`src/rtl/rv_pkg.sv`:
```
// Shared RV32I pipeline definitions: widths, branch funct3 codes,
// writeback select encodings and the EX/MEM squash FSM states.
package rv_pkg;

  localparam int XLEN = 32;
  localparam int RA_W = 5;

  localparam logic [2:0] F3_BEQ  = 3'b000;
  localparam logic [2:0] F3_BNE  = 3'b001;
  localparam logic [2:0] F3_BLT  = 3'b100;
  localparam logic [2:0] F3_BGE  = 3'b101;
  localparam logic [2:0] F3_BLTU = 3'b110;
  localparam logic [2:0] F3_BGEU = 3'b111;

  localparam logic [1:0] RS_ALU = 2'b00;
  localparam logic [1:0] RS_MEM = 2'b01;
  localparam logic [1:0] RS_PC4 = 2'b10;

  typedef enum logic {
    RUN    = 1'b0,
    SQUASH = 1'b1
  } state_t;

endpackage

```
`src/rtl/ex_mem_stage_if.sv`:
```
// EX-side inputs and MEM-side outputs of the EX/MEM boundary stage.
// slave: the stage itself; master: whatever drives EX and consumes MEM.
interface ex_mem_stage_if;
  import rv_pkg::*;

  logic            ValidE;
  logic            StallM;
  logic            FlushM;
  logic [XLEN-1:0] ALUResultE;
  logic            ZeroE;
  logic            NegativeE;
  logic            OverFlowE;
  logic            CarryE;
  logic [XLEN-1:0] WriteDataE;
  logic [RA_W-1:0] RdE;
  logic [XLEN-1:0] PCPlus4E;
  logic [XLEN-1:0] PCTargetE;
  logic            RegWriteE;
  logic            MemWriteE;
  logic            BranchE;
  logic            JumpE;
  logic            JalrE;
  logic [1:0]      ResultSrcE;
  logic [2:0]      Funct3E;

  logic            ValidM;
  logic [XLEN-1:0] ALUResultM;
  logic [XLEN-1:0] WriteDataM;
  logic [XLEN-1:0] PCPlus4M;
  logic [RA_W-1:0] RdM;
  logic            RegWriteM;
  logic            MemWriteM;
  logic [1:0]      ResultSrcM;
  logic            RedirectM;
  logic [XLEN-1:0] RedirectPCM;

  modport slave (
    input  ValidE, StallM, FlushM, ALUResultE, ZeroE, NegativeE, OverFlowE,
           CarryE, WriteDataE, RdE, PCPlus4E, PCTargetE, RegWriteE,
           MemWriteE, BranchE, JumpE, JalrE, ResultSrcE, Funct3E,
    output ValidM, ALUResultM, WriteDataM, PCPlus4M, RdM, RegWriteM,
           MemWriteM, ResultSrcM, RedirectM, RedirectPCM
  );

  modport master (
    output ValidE, StallM, FlushM, ALUResultE, ZeroE, NegativeE, OverFlowE,
           CarryE, WriteDataE, RdE, PCPlus4E, PCTargetE, RegWriteE,
           MemWriteE, BranchE, JumpE, JalrE, ResultSrcE, Funct3E,
    input  ValidM, ALUResultM, WriteDataM, PCPlus4M, RdM, RegWriteM,
           MemWriteM, ResultSrcM, RedirectM, RedirectPCM
  );

endinterface

```
`src/rtl/branch_cond.sv`:
```
// Branch condition from funct3 and the flags of an A-B subtraction.
// Carry is the no-borrow carry-out, so A<B unsigned is ~carry.
module branch_cond
  import rv_pkg::*;
(
  input  logic [2:0] funct3,
  input  logic       zero,
  input  logic       negative,
  input  logic       overflow,
  input  logic       carry,
  output logic       taken
);

  // Decode the comparison selected by funct3; reserved codes never branch.
  always_comb begin
    taken = 1'b0;
    case (funct3)
      F3_BEQ:  taken = zero;
      F3_BNE:  taken = ~zero;
      F3_BLT:  taken = negative ^ overflow;
      F3_BGE:  taken = ~(negative ^ overflow);
      F3_BLTU: taken = ~carry;
      F3_BGEU: taken = carry;
      default: taken = 1'b0;
    endcase
  end

endmodule

```
`src/rtl/ex_mem_stage.sv`:
```
// EX/MEM pipeline register with branch/jump resolution, a one-cycle PC
// redirect pulse and a squash of the single wrong-path instruction that
// reaches EX behind a taken control transfer.
module ex_mem_stage
  import rv_pkg::*;
(
  input  logic          clk,
  input  logic          rst,
  ex_mem_stage_if.slave bus
);

  logic            cond_taken;
  logic            live;
  logic            taken_e;
  logic [XLEN-1:0] target_e;
  state_t          state;

  branch_cond u_branch_cond (
    .funct3   (bus.Funct3E),
    .zero     (bus.ZeroE),
    .negative (bus.NegativeE),
    .overflow (bus.OverFlowE),
    .carry    (bus.CarryE),
    .taken    (cond_taken)
  );

  // EX-side resolution: the slot after a taken transfer is never live.
  always_comb begin
    live     = bus.ValidE & (state == RUN);
    taken_e  = live & (bus.JumpE | bus.JalrE | (bus.BranchE & cond_taken));
    target_e = bus.JalrE ? {bus.ALUResultE[XLEN-1:1], 1'b0} : bus.PCTargetE;
  end

  // EX/MEM register, redirect pulse and squash FSM; rst > flush > stall > capture.
  always_ff @(posedge clk) begin
    if (rst) begin
      state           <= RUN;
      bus.ValidM      <= 1'b0;
      bus.ALUResultM  <= '0;
      bus.WriteDataM  <= '0;
      bus.PCPlus4M    <= '0;
      bus.RdM         <= '0;
      bus.RegWriteM   <= 1'b0;
      bus.MemWriteM   <= 1'b0;
      bus.ResultSrcM  <= '0;
      bus.RedirectM   <= 1'b0;
      bus.RedirectPCM <= '0;
    end else if (bus.FlushM) begin
      // Bubble in M; any transfer resolved this cycle is dropped.
      state         <= RUN;
      bus.ValidM    <= 1'b0;
      bus.RegWriteM <= 1'b0;
      bus.MemWriteM <= 1'b0;
      bus.RedirectM <= 1'b0;
    end else if (bus.StallM) begin
      // Hold M and state, but the redirect is still a single-cycle pulse.
      bus.RedirectM <= 1'b0;
    end else begin
      bus.ValidM     <= live;
      bus.ALUResultM <= bus.ALUResultE;
      bus.WriteDataM <= bus.WriteDataE;
      bus.PCPlus4M   <= bus.PCPlus4E;
      bus.RdM        <= bus.RdE;
      bus.RegWriteM  <= bus.RegWriteE & live;
      bus.MemWriteM  <= bus.MemWriteE & live;
      bus.ResultSrcM <= bus.ResultSrcE;
      bus.RedirectM  <= taken_e;
      if (taken_e) begin
        bus.RedirectPCM <= target_e;
      end
      case (state)
        RUN:     state <= taken_e ? SQUASH : RUN;
        SQUASH:  state <= RUN;
        default: state <= RUN;
      endcase
    end
  end

endmodule

```
`src/flat_wrapper.sv`:
```
// flat-port wrapper written by rule: the top's interface ports become plain ports
module ex_mem_stage_flat import rv_pkg::*;
  (clk, rst, bus_ValidE, bus_StallM, bus_FlushM, bus_ALUResultE, bus_ZeroE, bus_NegativeE, bus_OverFlowE, bus_CarryE, bus_WriteDataE, bus_RdE, bus_PCPlus4E, bus_PCTargetE, bus_RegWriteE, bus_MemWriteE, bus_BranchE, bus_JumpE, bus_JalrE, bus_ResultSrcE, bus_Funct3E, bus_ValidM, bus_ALUResultM, bus_WriteDataM, bus_PCPlus4M, bus_RdM, bus_RegWriteM, bus_MemWriteM, bus_ResultSrcM, bus_RedirectM, bus_RedirectPCM);
  ex_mem_stage_if bus_i ();
  input  logic clk;
  input  logic rst;
  input wire logic [$bits(bus_i.ValidE)-1:0] bus_ValidE;
  input wire logic [$bits(bus_i.StallM)-1:0] bus_StallM;
  input wire logic [$bits(bus_i.FlushM)-1:0] bus_FlushM;
  input wire logic [$bits(bus_i.ALUResultE)-1:0] bus_ALUResultE;
  input wire logic [$bits(bus_i.ZeroE)-1:0] bus_ZeroE;
  input wire logic [$bits(bus_i.NegativeE)-1:0] bus_NegativeE;
  input wire logic [$bits(bus_i.OverFlowE)-1:0] bus_OverFlowE;
  input wire logic [$bits(bus_i.CarryE)-1:0] bus_CarryE;
  input wire logic [$bits(bus_i.WriteDataE)-1:0] bus_WriteDataE;
  input wire logic [$bits(bus_i.RdE)-1:0] bus_RdE;
  input wire logic [$bits(bus_i.PCPlus4E)-1:0] bus_PCPlus4E;
  input wire logic [$bits(bus_i.PCTargetE)-1:0] bus_PCTargetE;
  input wire logic [$bits(bus_i.RegWriteE)-1:0] bus_RegWriteE;
  input wire logic [$bits(bus_i.MemWriteE)-1:0] bus_MemWriteE;
  input wire logic [$bits(bus_i.BranchE)-1:0] bus_BranchE;
  input wire logic [$bits(bus_i.JumpE)-1:0] bus_JumpE;
  input wire logic [$bits(bus_i.JalrE)-1:0] bus_JalrE;
  input wire logic [$bits(bus_i.ResultSrcE)-1:0] bus_ResultSrcE;
  input wire logic [$bits(bus_i.Funct3E)-1:0] bus_Funct3E;
  output wire logic [$bits(bus_i.ValidM)-1:0] bus_ValidM;
  output wire logic [$bits(bus_i.ALUResultM)-1:0] bus_ALUResultM;
  output wire logic [$bits(bus_i.WriteDataM)-1:0] bus_WriteDataM;
  output wire logic [$bits(bus_i.PCPlus4M)-1:0] bus_PCPlus4M;
  output wire logic [$bits(bus_i.RdM)-1:0] bus_RdM;
  output wire logic [$bits(bus_i.RegWriteM)-1:0] bus_RegWriteM;
  output wire logic [$bits(bus_i.MemWriteM)-1:0] bus_MemWriteM;
  output wire logic [$bits(bus_i.ResultSrcM)-1:0] bus_ResultSrcM;
  output wire logic [$bits(bus_i.RedirectM)-1:0] bus_RedirectM;
  output wire logic [$bits(bus_i.RedirectPCM)-1:0] bus_RedirectPCM;
  assign bus_i.ValidE = bus_ValidE;
  assign bus_i.StallM = bus_StallM;
  assign bus_i.FlushM = bus_FlushM;
  assign bus_i.ALUResultE = bus_ALUResultE;
  assign bus_i.ZeroE = bus_ZeroE;
  assign bus_i.NegativeE = bus_NegativeE;
  assign bus_i.OverFlowE = bus_OverFlowE;
  assign bus_i.CarryE = bus_CarryE;
  assign bus_i.WriteDataE = bus_WriteDataE;
  assign bus_i.RdE = bus_RdE;
  assign bus_i.PCPlus4E = bus_PCPlus4E;
  assign bus_i.PCTargetE = bus_PCTargetE;
  assign bus_i.RegWriteE = bus_RegWriteE;
  assign bus_i.MemWriteE = bus_MemWriteE;
  assign bus_i.BranchE = bus_BranchE;
  assign bus_i.JumpE = bus_JumpE;
  assign bus_i.JalrE = bus_JalrE;
  assign bus_i.ResultSrcE = bus_ResultSrcE;
  assign bus_i.Funct3E = bus_Funct3E;
  assign bus_ValidM = bus_i.ValidM;
  assign bus_ALUResultM = bus_i.ALUResultM;
  assign bus_WriteDataM = bus_i.WriteDataM;
  assign bus_PCPlus4M = bus_i.PCPlus4M;
  assign bus_RdM = bus_i.RdM;
  assign bus_RegWriteM = bus_i.RegWriteM;
  assign bus_MemWriteM = bus_i.MemWriteM;
  assign bus_ResultSrcM = bus_i.ResultSrcM;
  assign bus_RedirectM = bus_i.RedirectM;
  assign bus_RedirectPCM = bus_i.RedirectPCM;
  ex_mem_stage u_core (.clk(clk), .rst(rst), .bus(bus_i));
endmodule
```
`config.mk`:
```
export PLATFORM = sky130hd
export DESIGN_NAME = ex_mem_stage_flat
export DESIGN_NICKNAME = d
export VERILOG_FILES = /design/src/rtl/rv_pkg.sv /design/src/rtl/ex_mem_stage_if.sv /design/src/rtl/branch_cond.sv /design/src/rtl/ex_mem_stage.sv /design/src/flat_wrapper.sv
export SDC_FILE = /design/constraint.sdc
export NUM_CORES = 1
export LEC_CHECK = 0
export ABC_AREA = 1
export BUFFER_PORTS_ARGS = -buffer_cell sky130_fd_sc_hd__buf_2
export CAP_MARGIN = 20
export CORE_MARGIN = 2
export CORE_UTILIZATION = 35
export CTS_CLUSTER_SIZE = 28
export DETAILED_ROUTE_END_ITERATION = 12
export GPL_ROUTABILITY_DRIVEN = 0
export GPL_TIMING_DRIVEN = 0
export PLACE_DENSITY_LB_ADDON = 0.3
export SETUP_SLACK_MARGIN = 0.5
export SYNTH_ARGS = -nofsm -noshare
export SYNTH_HDL_FRONTEND = slang
export SYNTH_SLANG_ARGS = --single-unit
```
`constraint.sdc`:
```
create_clock -name clk -period 1.6 [get_ports clk]
set_clock_uncertainty 0.15 [all_clocks]
set_input_delay 0.08 -clock clk [delete_from_list [all_inputs] [get_ports clk]]
set_output_delay 0.08 -clock clk [all_outputs]
set_load 0.01 [all_outputs]
```
; After elaboration in Yosys (flattened, before gate mapping)
; Index checks and enable logic that the tools add are counted.
; W data, S select, Z words.
[totals]
reg_bits = 140
[op_classes]
eq_ne = 5
bitwise = 14
mux = 4
reduce_logical = 5
[ops]
columns = cell, n
row1 = $mux W32, 1
row2 = $eq A3 B3 Y1 const B, 4
row3 = $not A1 Y1, 6
row4 = $pmux W1 S6, 1
row5 = $and A1 B1 Y1, 5
row6 = $eq A3 B1 Y1 const B, 1
row7 = $logic_not A3 Y1, 1
row8 = $reduce_and A3 Y1, 1
row9 = $reduce_or A3 Y1, 1
row10 = $or A1 B1 Y1, 2
row11 = $pmux W1 S2, 1
row12 = $reduce_and A2 Y1, 1
row13 = $reduce_or A2 Y1, 1
row14 = $mux W1, 1
row15 = $xor A1 B1 Y1, 1

; Depth between registers and ports, before layout
; Gate-level depths: netlist of run 1.
[depth]
word_depth = 8
ltp_mapped = 14
depth_no_buf = 12

; Cells and area by module
; A second synthesis of run 1 with hierarchy kept.
[hier_totals]
cells_unflattened = 807
hier_area_um2 = 5560.3
[modules_own_cells]
columns = mod, instances, area_per_inst_um2, cells_per_inst
row1 = ex_mem_stage, 1, 5449.0, 780
row2 = branch_cond, 1, 111.4, 27

; Worst setup path before layout of run 1
; Ideal clock, no wire load.
[synth_path]
path_kind = input port to flip-flop
startpoint = input bus_JalrE
endpoint = register u_core.bus.RedirectPCM[12] in the netlist's numbering
setup_time_ns = 0.113
arrival_time_ns = 1.050
path_stages = 5
path_slack_ns = 0.287
path_cell_list = buf_2 > clkbuf_1 > mux2_2 > nor2_1 > nor2_1
[synth_via]
elab_chain_len = 4
elab_cells_between_ends = 5
[synth_lines]
columns = item, line
row1 = from (decl), flat_wrapper.sv:23  ; input wire logic [$bits(bus_i.JalrE)-1:0] bus_JalrE;
row2 = $or A1 B1 Y1 (2 in a row), ex_mem_stage.sv:30  ; taken_e = live & (bus.JumpE | bus.JalrE | (bus.BranchE & cond_taken));
row3 = $and A1 B1 Y1, ex_mem_stage.sv:30
row4 = $reduce_and A3 Y1 (no source line), n/a
row5 = to (signal assigned), ex_mem_stage.sv:69  ; bus.RedirectPCM <= target_e;
row6 = to (decl), ex_mem_stage_if.sv:42  ; MemWriteM, ResultSrcM, RedirectM, RedirectPCM
; Parallel ways exist; a longest one is shown, timed or not.
; A chain may end at the register's enable or synchronous reset.

; Worst setup path after layout of run 1
[layout_path]
startpoint = register u_core.state
endpoint = register u_core.bus.RedirectPCM[7] in the netlist's numbering
[layout_via]
elab_chain_len = 4
[layout_lines]
columns = item, line
row1 = from (decl), ex_mem_stage.sv:16  ; state_t state;
row2 = from (signal assigned), ex_mem_stage.sv:72  ; RUN: state <= taken_e ? SQUASH : RUN;
row3 = $not A1 Y1, ex_mem_stage.sv:29  ; live = bus.ValidE & (state == RUN);
row4 = $and A1 B1 Y1, ex_mem_stage.sv:29
row5 = $and A1 B1 Y1, ex_mem_stage.sv:30
row6 = $reduce_and A3 Y1 (no source line), n/a
; Every way passes these cells.

==> results of run 1 <==
==> report_power, final <==
part           internal [mW]  switching (mW)  leakage, nW
combinational           1.00           0.798         3.63
sequential              3.75           0.159         1.20
clock                   2.53            1.56        0.301
==> kinds of logic (layout without fill, tap and decap cells) <==
family,count (synthesis),after routing
compound gates,109,109
buf+inv,92,568
mux,31,31
flops,140,140
simple gates,366,366
==> layer usage <==
metal,up-vias,routed length (µm)
met5,-,0
met4,0,691
met3,65,1750
met2,328,12300
met1,3137,8620
li1,3225,-
==> worst register-to-register path, delay by kind of cell, from the launching register on <==
family,cells,cell delay [ns]
and+or+nand+nor,5,0.47
DFF,1,0.33
buffers and inverters,3,0.36
==> final cells by class <==
class,instances,area (µm²)
Sequential cell,140,2980
Fill cell,1069,4690
Tap cell,211,264
Clock buffer,21,460
Multi-Input combinational cell,506,2400
Inverter,45,170
Buffer,47,272
Clock inverter,11,141
Timing Repair Buffer,444,3880
==> per-stage QoR <==
stage | TNS, ns | worst slack, ns | utilization, % | hold WS [ns] | instances
final | 0 | 0.180 | 69.3 | -0.0421 | 1425
after CTS | 0 | 0.238 | 67.2 | -0.106 | 1415
after global placement | -5.09 | -0.231 | 47.2 | 0.150 | 1238
after floorplan | 0 | 0.376 | - | 0.00238 | 738
after detailed placement | -6.74 | -0.246 | 47.2 | 0.157 | 1238
after global routing | 0 | 0.107 | 69.3 | 0.00123 | 1425
==> cells in the final DEF, fill, tap and decap left out, types with 3 or more instances in the layout <==
| master | Yosys | final |
|---|---|---|
| inv_1 | 42 | 41 |
| o21ai_0 | 103 | 103 |
| nand2_1 | 82 | 73 |
| bufinv_16 | 0 | 3 |
| dlygate4sd3_1 | 0 | 140 |
| a21oi_1 | 5 | 5 |
| nor2_1 | 279 | 258 |
| buf_2 | 8 | 164 |
| buf_6 | 3 | 142 |
| dfxtp_2 | 0 | 138 |
| inv_2 | 2 | 3 |
| buf_4 | 2 | 11 |
| clkbuf_16 | 0 | 20 |
| mux2_2 | 31 | 31 |
| nor2_2 | 1 | 16 |
| clkbuf_2 | 0 | 14 |
| nor2_4 | 0 | 6 |
| clkinv_2 | 0 | 6 |
| nand2_2 | 1 | 6 |
| nand2_4 | 0 | 4 |
| clkbuf_1 | 28 | 16 |
| nand3_1 | 3 | 3 |
==> sequential cells by signal, summed over array words and instances, names as in the netlist <==
| register | cells |
|---|---|
| u_core.bus.WriteDataM | 32 |
| u_core.bus.ValidM | 1 |
| u_core.bus.ResultSrcM | 2 |
| u_core.bus.ALUResultM | 32 |
| u_core.state | 1 |
| u_core.bus.RegWriteM | 1 |
| u_core.bus.PCPlus4M | 32 |
| u_core.bus.RedirectPCM | 32 |
| u_core.bus.MemWriteM | 1 |
| u_core.bus.RedirectM | 1 |
| u_core.bus.RdM | 5 |
==> path summary, 6_finish.rpt <==
path	startpoint	to	slack, ns	depth (start not counted)
max	u_core.state$_SDFFE_PP0N_	u_core.bus.RedirectPCM[7]$_SDFFE_PP0P_	0.18	8
min	bus_JumpE	u_core.state$_SDFFE_PP0N_	-0.04	5
max reg2reg	u_core.state$_SDFFE_PP0N_	u_core.bus.RedirectPCM[7]$_SDFFE_PP0P_	0.18	8
min reg2reg	u_core.bus.RegWriteM$_SDFFE_PP0N_	u_core.bus.RegWriteM$_SDFFE_PP0N_	0.33	2
==> what timing repair did <==
item,4_1_cts,5_1_grt
gates resized for setup,286,63
gates cloned,0,3
pin swaps,2,9
hold buffers,140,0
hold endpoints to repair,140,0
setup endpoints to repair,241,202
buffers inserted,5,7
==> impl_metrics.csv, run 1 <==
group,metric,value,unit
outcome,status,"finished with violations",
outcome,violations,"hold timing",
setup_path,slowest_delay,0.33,ns
yosys,synth_edf_count,0,
grt,grtUsageMet3,7.82,%
sta,fmax,0.704,GHz
grt,met2_usage,49.1,%
floorplan,die-area,16600,µm²
clock_network,clk_latency,0.41,ns
sta,maxSlewViolCount,0,
layout,nNetsFinal,1353,
yosys,yosys-top-cells-area,"dfxtp_1 (51%), nor2_1 (19%), o21ai_0 (9.4%)",
setup_path,critPathArrivalTime,1.57,ns
setup_path,cp_data_required_time,1.75,ns
yosys,async_flop_share,0,%
grt,use_met1,27.5,%
setup_path,slowest_stage,"dfxtp_2",
job,maxCapViolCount,0,
grt,grt_pass1_vias,6906,
yosys,synthAdderAreaFrac,0,%
yosys,synth_cell_type_count,18,
routing,viasPerCell,4.74,
yosys,synthCells,738,
routing,drtIter0Drc,266,
yosys,synth_nets,890,
setup_path,crit_chain,"nor2_4, inv_2, nor2_4, nand2_4, buf_12, buf_6, nor2_2, nor2_1",
yosys,synthFlopType,"dfxtp_1",
grt,grt_pass1_wl,34400,µm
sta,slew_headroom,65.9,%
yosys,ys_top_cells_by_count,"nor2_1 (279), dfxtp_1 (140), o21ai_0 (103), nand2_1 (82), inv_1 (42)",
sta,setup_viol,0,
power,p_per_area,927,nW/µm²
setup_path,path_class,"flip-flop to flip-flop",
routing,ant_nets,0,
setup_path,worstSetupStartpointType,"flip-flop",
yosys,syn_avg_cell_area,7.41,µm²
yosys,syn-cell-area,5470,µm²
power,power_leakage,5.13,nW
sta,post-route-period-util,88.8,%
yosys,yosys.area.top_type,"dfxtp_1",
min_path,hp-class,"input pin to flip-flop",
routing,drt_wl_total,23400,µm
setup_path,critical_path.top_delay_family,"simple AND/OR/NAND/NOR gates",
routing,drcViolationCount,0,
yosys,ys_warn_count,0,
grt,grt_usage,26.4,%
grt,grt_max_degree,17,
layout,syn_to_final_growth,93.3,%
grt,grt_antenna_before_repair,0,
setup_path,end_kind,"flip-flop",
layout,drive_gt1_share,47.1,%
clock_network,clock_path_buffers,2,
power,peakVddDrop,726,µV
setup_path,critPathMaxFanout,10,
layout,num_antenna_cells,0,
placed_design,numPortBuffers,289,
clock_network,clock_sinks,140,
setup_path,crit_buf_inv,3,
sta,rsz0062_at_grt,"true",
yosys,synth_xor_area_share,0,%
floorplan,die_x,129,µm
sta,hold_viol_final,1,
setup_path,timing.critical_path.mode_cell,"nor2_4",
clock_network,htree_levels,4,
yosys,synth_top_family_by_area,"simple AND/OR/NAND/NOR gates",
yosys,synth.top_cell.area_share,51.3,%
floorplan,core_area,15300,µm²
routing,wire_per_inst,16.4,µm
power,total_power,9.80,mW
clock_network,root_buffer,"clkbuf_16",
clock_network,cts_made_buffers,17,
yosys,synthMuxAreaShare,6.38,%
yosys,synth-compound-area-share,10.0,%
yosys,synth-seq-cells,140,
layout,stdcell_area,10600,µm²
clock_network,cts_tree,"done",
yosys,synth-simple-area-share,25.3,%
floorplan,initial_core_util,35.8,%
sta,tightest_slew,0.511,ns
routing,route.vias.total,6755,
sta,period_minus_slack,1.42,ns
sta,hold_ws,-0.0421,ns
placed_design,hpwl,12900,µm
placed_design,place_area,7200,µm²
yosys,synthMostInstantiatedCell,"nor2_1",
floorplan,io_pins,291,
yosys,ys_seq_area_share,51.3,%
grt,grt.overflow.total,0,
grt,top_usage_layer,"met2",
floorplan,row_count,45,
routing,firstDrtPassIters,5,
clock_network,cts.clk_slew.worst_paths,0.06,ns
floorplan,die_h,129,µm
No activity file was read; power rests on OpenSTA's default activity.
==> run 2: changes to the inputs <==
--- a/config.mk
+++ b/config.mk
@@ -6,7 +6,7 @@
 export NUM_CORES = 1
 export LEC_CHECK = 0
 export ABC_AREA = 1
-export BUFFER_PORTS_ARGS = -buffer_cell sky130_fd_sc_hd__buf_2
+export BUFFER_PORTS_ARGS = -buffer_cell sky130_fd_sc_hd__buf_4
 export CAP_MARGIN = 20
 export CORE_MARGIN = 2
 export CORE_UTILIZATION = 35
==> impl_metrics.csv, run 2 (synthesis results as in run 1) <==
group,metric,value,unit
setup_path,cp_data_required_time,1.75,ns
floorplan,io_pins,291,
power,p_sw,2.49,mW
setup_path,r2r-end,"u_core.bus.RedirectPCM[12]$_SDFFE_PP0P_",
routing,drcViolationCount,0,
clock_network,cts_made_buffers,17,
grt,grt_usage,26.2,%
layout,stdcell_count,1421,
min_path,worstHoldEndpoint,"u_core.state$_SDFFE_PP0N_",
floorplan,die-area,16600,µm²
sta,post-route-period-util,86.4,%
layout,nNetsFinal,1349,
grt,grt_pass1_wl,34200,µm
sta,tightest_slew,0.480,ns
min_path,min_path_cells,5,
min_path,hp-class,"input pin to flip-flop",
layout,drive_gt1_share,46.4,%
layout,multi_input_area,2360,µm²
floorplan,die_x,129,µm
sta,maxSlewViolCount,0,
sta,finalSetupTns,0,ns
floorplan,row_count,45,
setup_path,crit_chain,"nor2_2, inv_2, nor2_2, nand2_2, buf_8, buf_6, nor2_1, nor2_1",
outcome,status,"finished with violations",
setup_path,slowest_delay,0.32,ns
power,power_leakage,5.22,nW
floorplan,core_area,15300,µm²
placed_design,hpwl,13300,µm
layout,final_common_cell,"nor2_1",
sta,slew_headroom,68.0,%
setup_path,r2r_slack,0.22,ns
setup_path,slowest_stage,"dfxtp_2",
layout,final_cell_mix,"nor2_1 (259), buf_4 (158), buf_6 (142)",
grt,grt_antenna_before_repair,0,
sta,rsz0062_at_grt,"true",
sta,fmax,0.723,GHz
placed_design,dp.cells,1238,
placed_design,numPortBuffers,289,
floorplan,die_h,129,µm
routing,wire_per_inst,16.1,µm
layout,regArea,2980,µm²
grt,grt_max_degree,17,
clock_network,root_buffer,"clkbuf_16",
clock_network,clock_sinks,140,
grt,grt.overflow.total,0,
routing,viasPerCell,4.73,
power,clkPwrFrac,40.7,%
setup_path,regToRegStartpoint,"u_core.state$_SDFFE_PP0N_",
power,power_frac_comb,19.3,%
routing,firstDrtPassIters,5,
sta,hold_viol_final,4,
min_path,worstHoldStart,"bus_JumpE",
routing,ant_nets,0,
outcome,violations,"hold timing",
setup_path,critPathMaxFanout,10,
setup_path,worstSetupStartpointType,"flip-flop",
grt,grt_pass1_vias,6980,
clock_network,clk_latency,0.41,ns
clock_network,cts_tree,"done",
clock_network,hold_buffers,140,
routing,route.vias.total,6717,
setup_path,ff2ff_path_depth,8,
routing,drt_wl_total,22800,µm
layout,syn_to_final_growth,98.9,%
setup_path,critPathArrivalTime,1.54,ns
sta,setup_viol,0,
clock_network,clock_path_buffers,2,
clock_network,htree_levels,4,
floorplan,initial_core_util,35.8,%
power,switching_share,25.5,%
power,seqPwrFrac,40.0,%
power,peakVddDrop,650,µV
setup_path,path_class,"flip-flop to flip-flop",
clock_network,cts.clk_slew.worst_paths,0.06,ns
sta,period_minus_slack,1.38,ns
sta,hold_ws,-0.0768,ns
routing,drtIter0Drc,276,
power,p_per_area,897,nW/µm²
power,p_int,7.27,mW
job,maxCapViolCount,0,
layout,num_antenna_cells,0,
setup_path,end_kind,"flip-flop",
layout,n_fill_cell,1083,
==> run 2: how the worst max path moves through the flow <==
stage,start,end,cells past startpoint
final,u_core.state$_SDFFE_PP0N_,u_core.bus.RedirectPCM[12]$_SDFFE_PP0P_,8
after detailed placement,rst,u_core.bus.ALUResultM[22]$_SDFFE_PP0P_,6
after floorplan,u_core.state$_SDFFE_PP0N_,u_core.bus.RedirectPCM[10]$_SDFFE_PP0P_,8
after global routing,u_core.state$_SDFFE_PP0N_,u_core.bus.RedirectPCM[4]$_SDFFE_PP0P_,9
after CTS,u_core.state$_SDFFE_PP0N_,u_core.bus.RedirectPCM[21]$_SDFFE_PP0P_,9
after global placement,rst,u_core.bus.ALUResultM[28]$_SDFFE_PP0P_,6
==> run 2: stage by stage <==
step / total power [mW] / worst slack [ns] / util (%) / instance area, µm²
final: 9.76 / 0.217 / 71.3 / 10900
after global routing: 10.1 / 0.118 / 71.3 / 10900
after CTS: 9.65 / 0.253 / 69.7 / 10600
after detailed placement: 5.24 / -0.197 / 51.9 / 7920
after global placement: 5.22 / -0.195 / 51.9 / 7920
after floorplan: 4.44 / 0.376 / - / 5490
==> run 2: per-layer routing <==
layer	vias to the layer above	wire [µm]	track usage (%)
met1	3105	8680	26.2
met4	0	973	14.2
met5	-	0	0
met2	313	11500	47.9
li1	3220	-	-
met3	79	1730	8.57
==> run 2: timing repair <==
action | 4_1_cts | 5_1_grt
endpoints found under the hold margin | 140 | 2
buffers inserted | 3 | 5
setup endpoints to repair | 219 | 228
gates cloned | 0 | 3
pin swaps | 2 | 5
resized for setup | 289 | 52
==> run 2: final cells by class <==
cell class | count | share of cell area (%)
clock buffer | 23 | 4.39
multi-input combinational | 506 | 21.7
sequential | 140 | 27.4
inverter | 45 | 1.59
timing repair buffer | 440 | 38.9
clock inverter | 9 | 1.02
tap | 211 | 2.43
buffer | 47 | 2.60
==> run 2: critical path: cells and delay by family (launching register included) <==
kind,cells,cell delay (ns)
buf+inv,3,0.36
flops,1,0.32
simple gates,5,0.42
==> run 2: power groups by stage <==
stage / Combinational (mW) / Clock, mW / Sequential (mW)
CTS: 1.77 / 3.99 / 3.89
global placement: 1.35 / 0 / 3.88
detailed placement: 1.35 / 0 / 3.88
finish: 1.89 / 3.97 / 3.91
floorplan: 0.468 / 0 / 3.98
global route: 2.03 / 4.15 / 3.93
